**config.mk**
```make
export PLATFORM = sky130hd
export DESIGN_NAME = mont_redc_serial
export DESIGN_NICKNAME = d
export VERILOG_FILES = /design/src/rtl/mont_redc_serial.sv
export SDC_FILE = /design/constraint.sdc
export NUM_CORES = 1
export LEC_CHECK = 0
export ABC_AREA = 1
export CORE_MARGIN = 2
export CORE_UTILIZATION = 60
export DETAILED_ROUTE_END_ITERATION = 8
export GPL_TIMING_DRIVEN = 0
export PLACE_DENSITY = 0.82
export SLEW_MARGIN = 40
export SYNTH_ARGS = -nofsm -noshare
export SYNTH_HDL_FRONTEND = slang
export SYNTH_SLANG_ARGS = --single-unit
```
**constraint.sdc**
```tcl
create_clock -name clk -period 5.2 [get_ports clk]
set_input_delay 1.04 -clock clk [delete_from_list [all_inputs] [get_ports clk]]
set_output_delay 1.04 -clock clk [all_outputs]
set_load 0.03 [all_outputs]
```
**src/rtl/mont_redc_serial.sv**
```systemverilog
// Bit-serial Montgomery reduction: r_out = t_in * 2^-W mod n_in, one REDC step per cycle.
// Single transaction in flight, valid/ready on both sides.
module mont_redc_serial #(
  parameter int unsigned W = 10
) (
  input  logic             clk,
  input  logic             rst_n,
  input  logic             in_valid,
  output logic             in_ready,
  input  logic [2*W-1:0]   t_in,
  input  logic [W-1:0]     n_in,
  output logic             out_valid,
  input  logic             out_ready,
  output logic [W-1:0]     r_out,
  output logic             err
);

  localparam int unsigned CW = $clog2(W + 1);

  typedef enum logic [1:0] {
    IDLE   = 2'd0,
    REDUCE = 2'd1,
    FINAL  = 2'd2,
    DONE   = 2'd3
  } state_t;

  state_t          state_q, state_d;
  logic [2*W:0]    a_q, a_d;
  logic [W-1:0]    n_q, n_d;
  logic [CW-1:0]   i_q, i_d;
  logic [W-1:0]    r_q, r_d;
  logic            err_q, err_d;
  logic            ov_q, ov_d;

  logic            legal;
  logic [2*W:0]    n_ext;
  logic [2*W:0]    a_sum;

  assign n_ext = {{(W + 1){1'b0}}, n_q};
  assign a_sum = a_q + (a_q[0] ? n_ext : '0);

  always_comb begin
    state_d = state_q;
    a_d     = a_q;
    n_d     = n_q;
    i_d     = i_q;
    r_d     = r_q;
    err_d   = err_q;
    ov_d    = ov_q;
    // An even modulus (including zero) has no inverse of 2; t >= N*R breaks A < 2N.
    legal   = n_in[0] && (t_in < {n_in, {W{1'b0}}});

    unique case (state_q)
      IDLE: begin
        if (in_valid) begin
          if (legal) begin
            a_d     = {1'b0, t_in};
            n_d     = n_in;
            i_d     = '0;
            state_d = REDUCE;
          end else begin
            r_d     = '0;
            err_d   = 1'b1;
            ov_d    = 1'b1;
            state_d = DONE;
          end
        end
      end
      REDUCE: begin
        a_d = a_sum >> 1;
        i_d = i_q + CW'(1);
        if (i_q == CW'(W - 1)) state_d = FINAL;
      end
      FINAL: begin
        // A < 2N, so the low W bits of the difference are exact.
        r_d     = (a_q >= n_ext) ? (a_q[W-1:0] - n_q) : a_q[W-1:0];
        err_d   = 1'b0;
        ov_d    = 1'b1;
        state_d = DONE;
      end
      DONE: begin
        if (out_ready) begin
          ov_d    = 1'b0;
          state_d = IDLE;
        end
      end
      default: state_d = IDLE;
    endcase
  end

  always_ff @(posedge clk) begin
    if (!rst_n) begin
      state_q <= IDLE;
      a_q     <= '0;
      n_q     <= '0;
      i_q     <= '0;
      r_q     <= '0;
      err_q   <= 1'b0;
      ov_q    <= 1'b0;
    end else begin
      state_q <= state_d;
      a_q     <= a_d;
      n_q     <= n_d;
      i_q     <= i_d;
      r_q     <= r_d;
      err_q   <= err_d;
      ov_q    <= ov_d;
    end
  end

  assign in_ready  = (state_q == IDLE);
  assign out_valid = ov_q;
  assign r_out     = r_q;
  assign err       = err_q;

endmodule

```
== After elaboration in Yosys (flattened, before gate mapping) ==
Index checks and enable logic that the tools add are counted.

* Add/sub/neg operators: 3
* $mul: 0
* Divide/modulo/power cells: 0
* Order comparisons: 2
* Eq/ne operators: 9
* Shift-type cells: 0
* Mux-type cells: 21
* Bitwise logic cells: 0
* Reduce and logical (&&, ||, !) cells: 10

{| class="wikitable"
|+ Operator list
! operator !! count
|-
| 2-to-1 mux 21 bit || 2
|-
| case mux 21 bit (2 select lines) || 1
|-
| 2-to-1 mux 10 bit || 4
|-
| adder 21 x 10 -> 21 bit || 1
|-
| greater-or-equal comparator 21 x 10 -> 1 bit || 1
|-
| < comparator 20 bit || 1
|-
| case mux 10 bit (2 select lines) || 1
|-
| AND reduction 3 bit || 4
|-
| subtractor 10 bit || 1
|-
| 2-to-1 mux 2 bit || 4
|-
| 2-to-1 mux 4 bit || 2
|-
| inequality test 2 bit, second input constant || 4
|-
| case mux 2 bit (4 select lines) || 1
|-
| case mux 4 bit (2 select lines) || 1
|-
| adder 4 x 1 -> 4 bit, second input constant || 1
|-
| equality test 2 bit, second input constant || 2
|-
| equality test 4 bit, second input constant || 1
|-
| AND reduction 4 bit || 1
|-
| nonzero test 2 bit || 2
|-
| 2-to-1 mux 1 bit || 3
|-
| case mux 1 bit (3 select lines) || 1
|-
| nonzero test 3 bit || 1
|-
| equality test 2 x 1 -> 1 bit, second input constant || 1
|-
| logical NOT 2 bit || 1
|-
| other kinds (3) || 3
|}

* Bits in registers: 49
* Latch bits: 0
* Memory bits (writable): 0
* ROM bits: 0
* Input bits: 34
* Output and inout port bits: 13
* Word-level logic and storage cells: 52
* Memories: 0

== Logic depth before layout (Yosys ltp) ==
* Word-level depth: 5
* Gate-level depth with buffers: 17
* Gate-level depth less buffers: 16

== Least setup slack after synthesis ==
OpenSTA, ideal clock, no wires.

* Kind: input-to-reg
* Start: in n_in[5]
* End: reg a_q[4]
* Setup time: 117 ps
* Arrival time: 2302 ps
* Data required time: 5083 ps
* Path slack: 2780 ps
* Cell stages on the path: 13
* Path buffers: 1
* Path through: inv_1 > ha_1 > nand2_1 > inv_1 > nand2_1 > nand2_1 > a21oi_2 > nand3_2 > nand2_2 > inv_1 > buf_6 > nor2_1 > nor2_1

* Word-level cells in the longest chain between the ends: 4

{| class="wikitable"
|+ Ends and longest elaborated chain
! element !! RTL line !! RTL
|-
| start: declaration || 11 || <nowiki>input logic [W-1:0] n_in,</nowiki>
|-
| < comparator 20 bit || 51 || <nowiki>legal = n_in[0] && (t_in < {n_in, {W{1'b0}}});</nowiki>
|-
| logical AND 1 bit || 51 ||
|-
| inequality test 2 x 1 -> 1 bit (no source line) || -- ||
|-
| AND reduction 3 bit (no source line) || -- ||
|-
| end signal: assignment || 94 || <nowiki>a_q <= '0;</nowiki>
|-
| end signal: assignment || 102 || <nowiki>a_q <= a_d;</nowiki>
|-
| end: declaration || 28 || <nowiki>logic [2*W:0] a_q, a_d;</nowiki>
|}

Every way passes these cells.
A chain may end at the register's enable or synchronous reset.

== Worst setup path in the final report ==
* Start: in n_in[5]
* End: reg n_q[6]

* Word-level cells in the longest chain between the ends: 3

{| class="wikitable"
|+ Ends and longest elaborated chain
! element !! RTL line !! RTL
|-
| < comparator 20 bit || 51 ||
|-
| logical AND 1 bit || 51 ||
|-
| AND reduction 3 bit (no source line) || -- ||
|-
| end signal: assignment || 103 || <nowiki>n_q <= n_d;</nowiki>
|-
| end: declaration || 29 || <nowiki>logic [W-1:0] n_q, n_d;</nowiki>
|}

Every way passes these cells.

==> summary.md <==
| Metric | Value |
|---|---|
| Die X | `~85 um` |
| Crit Path Category | `primary input to flip-flop` |
| Total Power | `between 2 and 2.5 mW` |
| Tmin final | `3.01 ns` |
| Count of final setup violators | `0` |
| Filler cells | `566` |
| Leakage power | `2.39 nW` |
| CTS tree | `done` |
| DR vias/cell | `around 5.4` |
| Largest cells by area after synthesis | `dfxtp_1, nand2_1, ha_1, inv_1, nor2_1` |
| CTS resizes | `0` |
| Multi-input logic area | `roughly 2500 um^2` |
| Placeable Area | `6390 um^2` |
| Pin count of the biggest net entering global routing | `16` |
| Clock Sinks | `48` |
| PD cells | `about 500 nW/um^2` |
| Initial drt markers | `around 350` |
| TritonRoute pass-1 iters | `5` |
| Vias in the first global route | `roughly 4000` |
| Reg2reg start | `a_q[0]$_SDFFE_PN0P_` |
| Critical Path AT | `approximately 3.2 ns` |
| Post-Synthesis Cells | `671` |
| CP endpoint kind | `flip-flop` |
| Clk_lat worst skew | `between 0.3 and 0.4 ns` |
| Final Max Slew Viols | `0` |
| Max-cap check violation count | `0` |
| Worst path bufs/invs | `4` |
| Tcrit/Tclk final | `between 50% and 60%` |
| Worst path required time | `approximately 5.4 ns` |
| CTS max path bufs | `2` |
| PortBufs | `between 40 and 50` |
| Actual slew at the worst max-slew pin | `0.633 ns` |
| Synth unique cells | `28` |
| Yosys warning count | `0` |
| Worst path max stage delay | `between 0.5 and 0.6 ns` |
| Setup tns final | `0 ns` |
| Seq/Total Area, Yosys | `roughly a quarter` |
| Post-layout nets | `approximately 800` |
| Post-synth top area cell | `dfxtp_1` |
| GRT Util Overall | `31.8%` |
| Number of enable flip-flop cells after synthesis | `0` |
| Max FO, Critical Path | `10` |
| First-pass GRT wire length | `around 18000 um` |
| DRC viols | `0` |
| Cell family with most CP delay | `buffers and inverters` |
| GPL Wtd Cong | `between 0.9 and 1` |
| Synthesis-to-finish area growth | `16.8%` |
| Critical path, cell by cell | `clkdlybuf4s50_1, inv_1, ha_1, nand2_1, inv_1, nand2_1, nand2_1, a21oi_2, nand3_2, clkbuf_2, o21ai_0, a21oi_1` |
| Fraction of layout cells with a size suffix above 1 | `4.41%` |
| Async set-or-reset flop fraction in the synthesized netlist | `0%` |
| Syn Area/Cell | `approximately 5.9 um^2` |
| Via count | `4333` |
| Startpoint types | `primary input` |
| HPWL after DPL | `between 9000 and 10000 um` |
| CP startpoint | `n_in[5]` |
| DRT antenna net count | `0` |
| Highest Clock Rate | `~0.33 GHz` |
| Main flop type after synthesis | `dfxtp_1` |
| H-tree depth | `2` |
| Crit-path most repeated cell | `nand2_1` |
| Hold Vio Cnt, Final | `0` |
| Total CTS buffers | `5` |
| Worst hold slack | `0.467 ns` |
| Count leader, synth | `nand2_1` |
| Critical Path Slowest Stage Cell | `clkdlybuf4s50_1` |
| Sequential Area | `between 900 and 1000 um^2` |
| Post-CTS setup buffers | `0` |
| Syn nets | `approximately 740` |
| Top post-synthesis cells by count | `nand2_1, inv_1, nor2_1` |
| # diodes | `0` |
| Antenna violations before repair | `0` |
| Hold buffers post-CTS | `0` |
| Final setup skew | `~0.0065 ns` |
| Rows | `29` |
| WL final | `about 11000 um` |
| Cell Area, Synth | `3980 um^2` |
| GR Overflow Total | `0` |
| Initial Util | `roughly 62%` |
| Full die area | `~7300 um^2` |
| Worst-path clk slew | `about 0.09 ns` |
| IO Count | `47` |
| Top cell type's share of synthesized area | `between 20 and 25%` |
| Synthesized flop and latch total | `48` |
| Status | `finished, final reports clean` |
| RSZ-0062 raised after global routing | `no` |
| Chip height | `85.5 um` |
| HP Start | `r_out[2]$_SDFFE_PN0P_` |
| Clock root buffer master | `clkbuf_8` |
| Slew margin rel. | `between 50 and 60%` |
| WL per Instance | `roughly 14 um` |
| HP Class | `flip-flop to flip-flop` |
| VDD IR-drop max | `between 0.4 and 0.5 mV` |
| Final Util | `between 70 and 80%` |
flip-flops by register name, indices dropped and copies added (netlist names):
register	cells
a_q	20
r_out	10
out_valid	1
state_q	2
err	1
i_q	4
n_q	10
routing by layer:
| metal | global-route usage [%] | vias to the layer above | part of all wire [%] |
|---|---|---|---|
| met1 | 42.4 | 1891 | 44 |
| li1 | - | 2229 | - |
| met2 | 51.1 | 179 | 45 |
| met3 | 5.16 | 34 | 7.8 |
| met5 | 0 | - | 0 |
| met4 | 13.3 | 0 | 3.1 |
final cells by class:
cell class / count / area share [%]
clock buffers: 5 / 1.48
well taps: 77 / 2.07
flip-flops and latches: 48 / 20.7
inverters: 100 / 8.07
clock inverters: 3 / 0.914
multi-input cells: 502 / 54.6
repair buffers: 46 / 9.90
plain buffers: 21 / 2.31
tightest hold or removal path, cell delays in order (launching register included):
cell and delay, ns:
dfxtp_1 0.32, nand2_1 0.06, a21oi_1 0.05
metrics by stage:
step	area (um^2)	cells	setup slack, ns
after floorplan	3980	671	2.78
after CTS	4650	802	2.23
after global routing	4650	802	2.02
after global placement	4540	794	2.01
after detailed placement	4540	794	1.95
final	4650	802	2.19
power by group:
group / switching (mW) / total, mW / internal [mW]
registers: 0.108 / 0.580 / 0.471
clock network: 0.132 / 0.274 / 0.142
logic: 0.952 / 1.50 / 0.551
total: 1.19 / 2.36 / 1.16
kinds of logic (layout without fill, tap and decap cells):
kind of cell	after synthesis	in the layout	share of synthesized area, %
adder cells (fa/ha/maj)	37	37	12.0
buffers and inverters	121	175	12.1
AND/OR/NAND/NOR	361	361	37.5
flip-flops	48	48	24.1
XOR/XNOR	8	8	1.76
AO/OA/AOI/OAI	96	96	12.5
final timing paths:
kind	cells past startpoint	end	slack, ns
worst max register to register	15	a_q[7]$_SDFFE_PN0P_	2.81
worst min register to register	2	r_out[2]$_SDFFE_PN0P_	0.47
worst max-delay path	12	n_q[6]$_SDFFE_PN0P_	2.19
worst min-delay path	2	r_out[2]$_SDFFE_PN0P_	0.47
cell usage in the layout, fill, tap and decap left out, types with 6 or more instances in the layout:
master           count
nand2_1            191
nor2_1              89
nand3_1             51
clkbuf_1             9
inv_1              100
clkdlybuf4s50_1     46
dfxtp_1             48
ha_1                35
or2_2                6
o21ai_0             42
a21oi_1             47
buf_2                6
xnor2_1              8
nand4_1              9
Note: power is estimated with default switching activity, not from simulation.
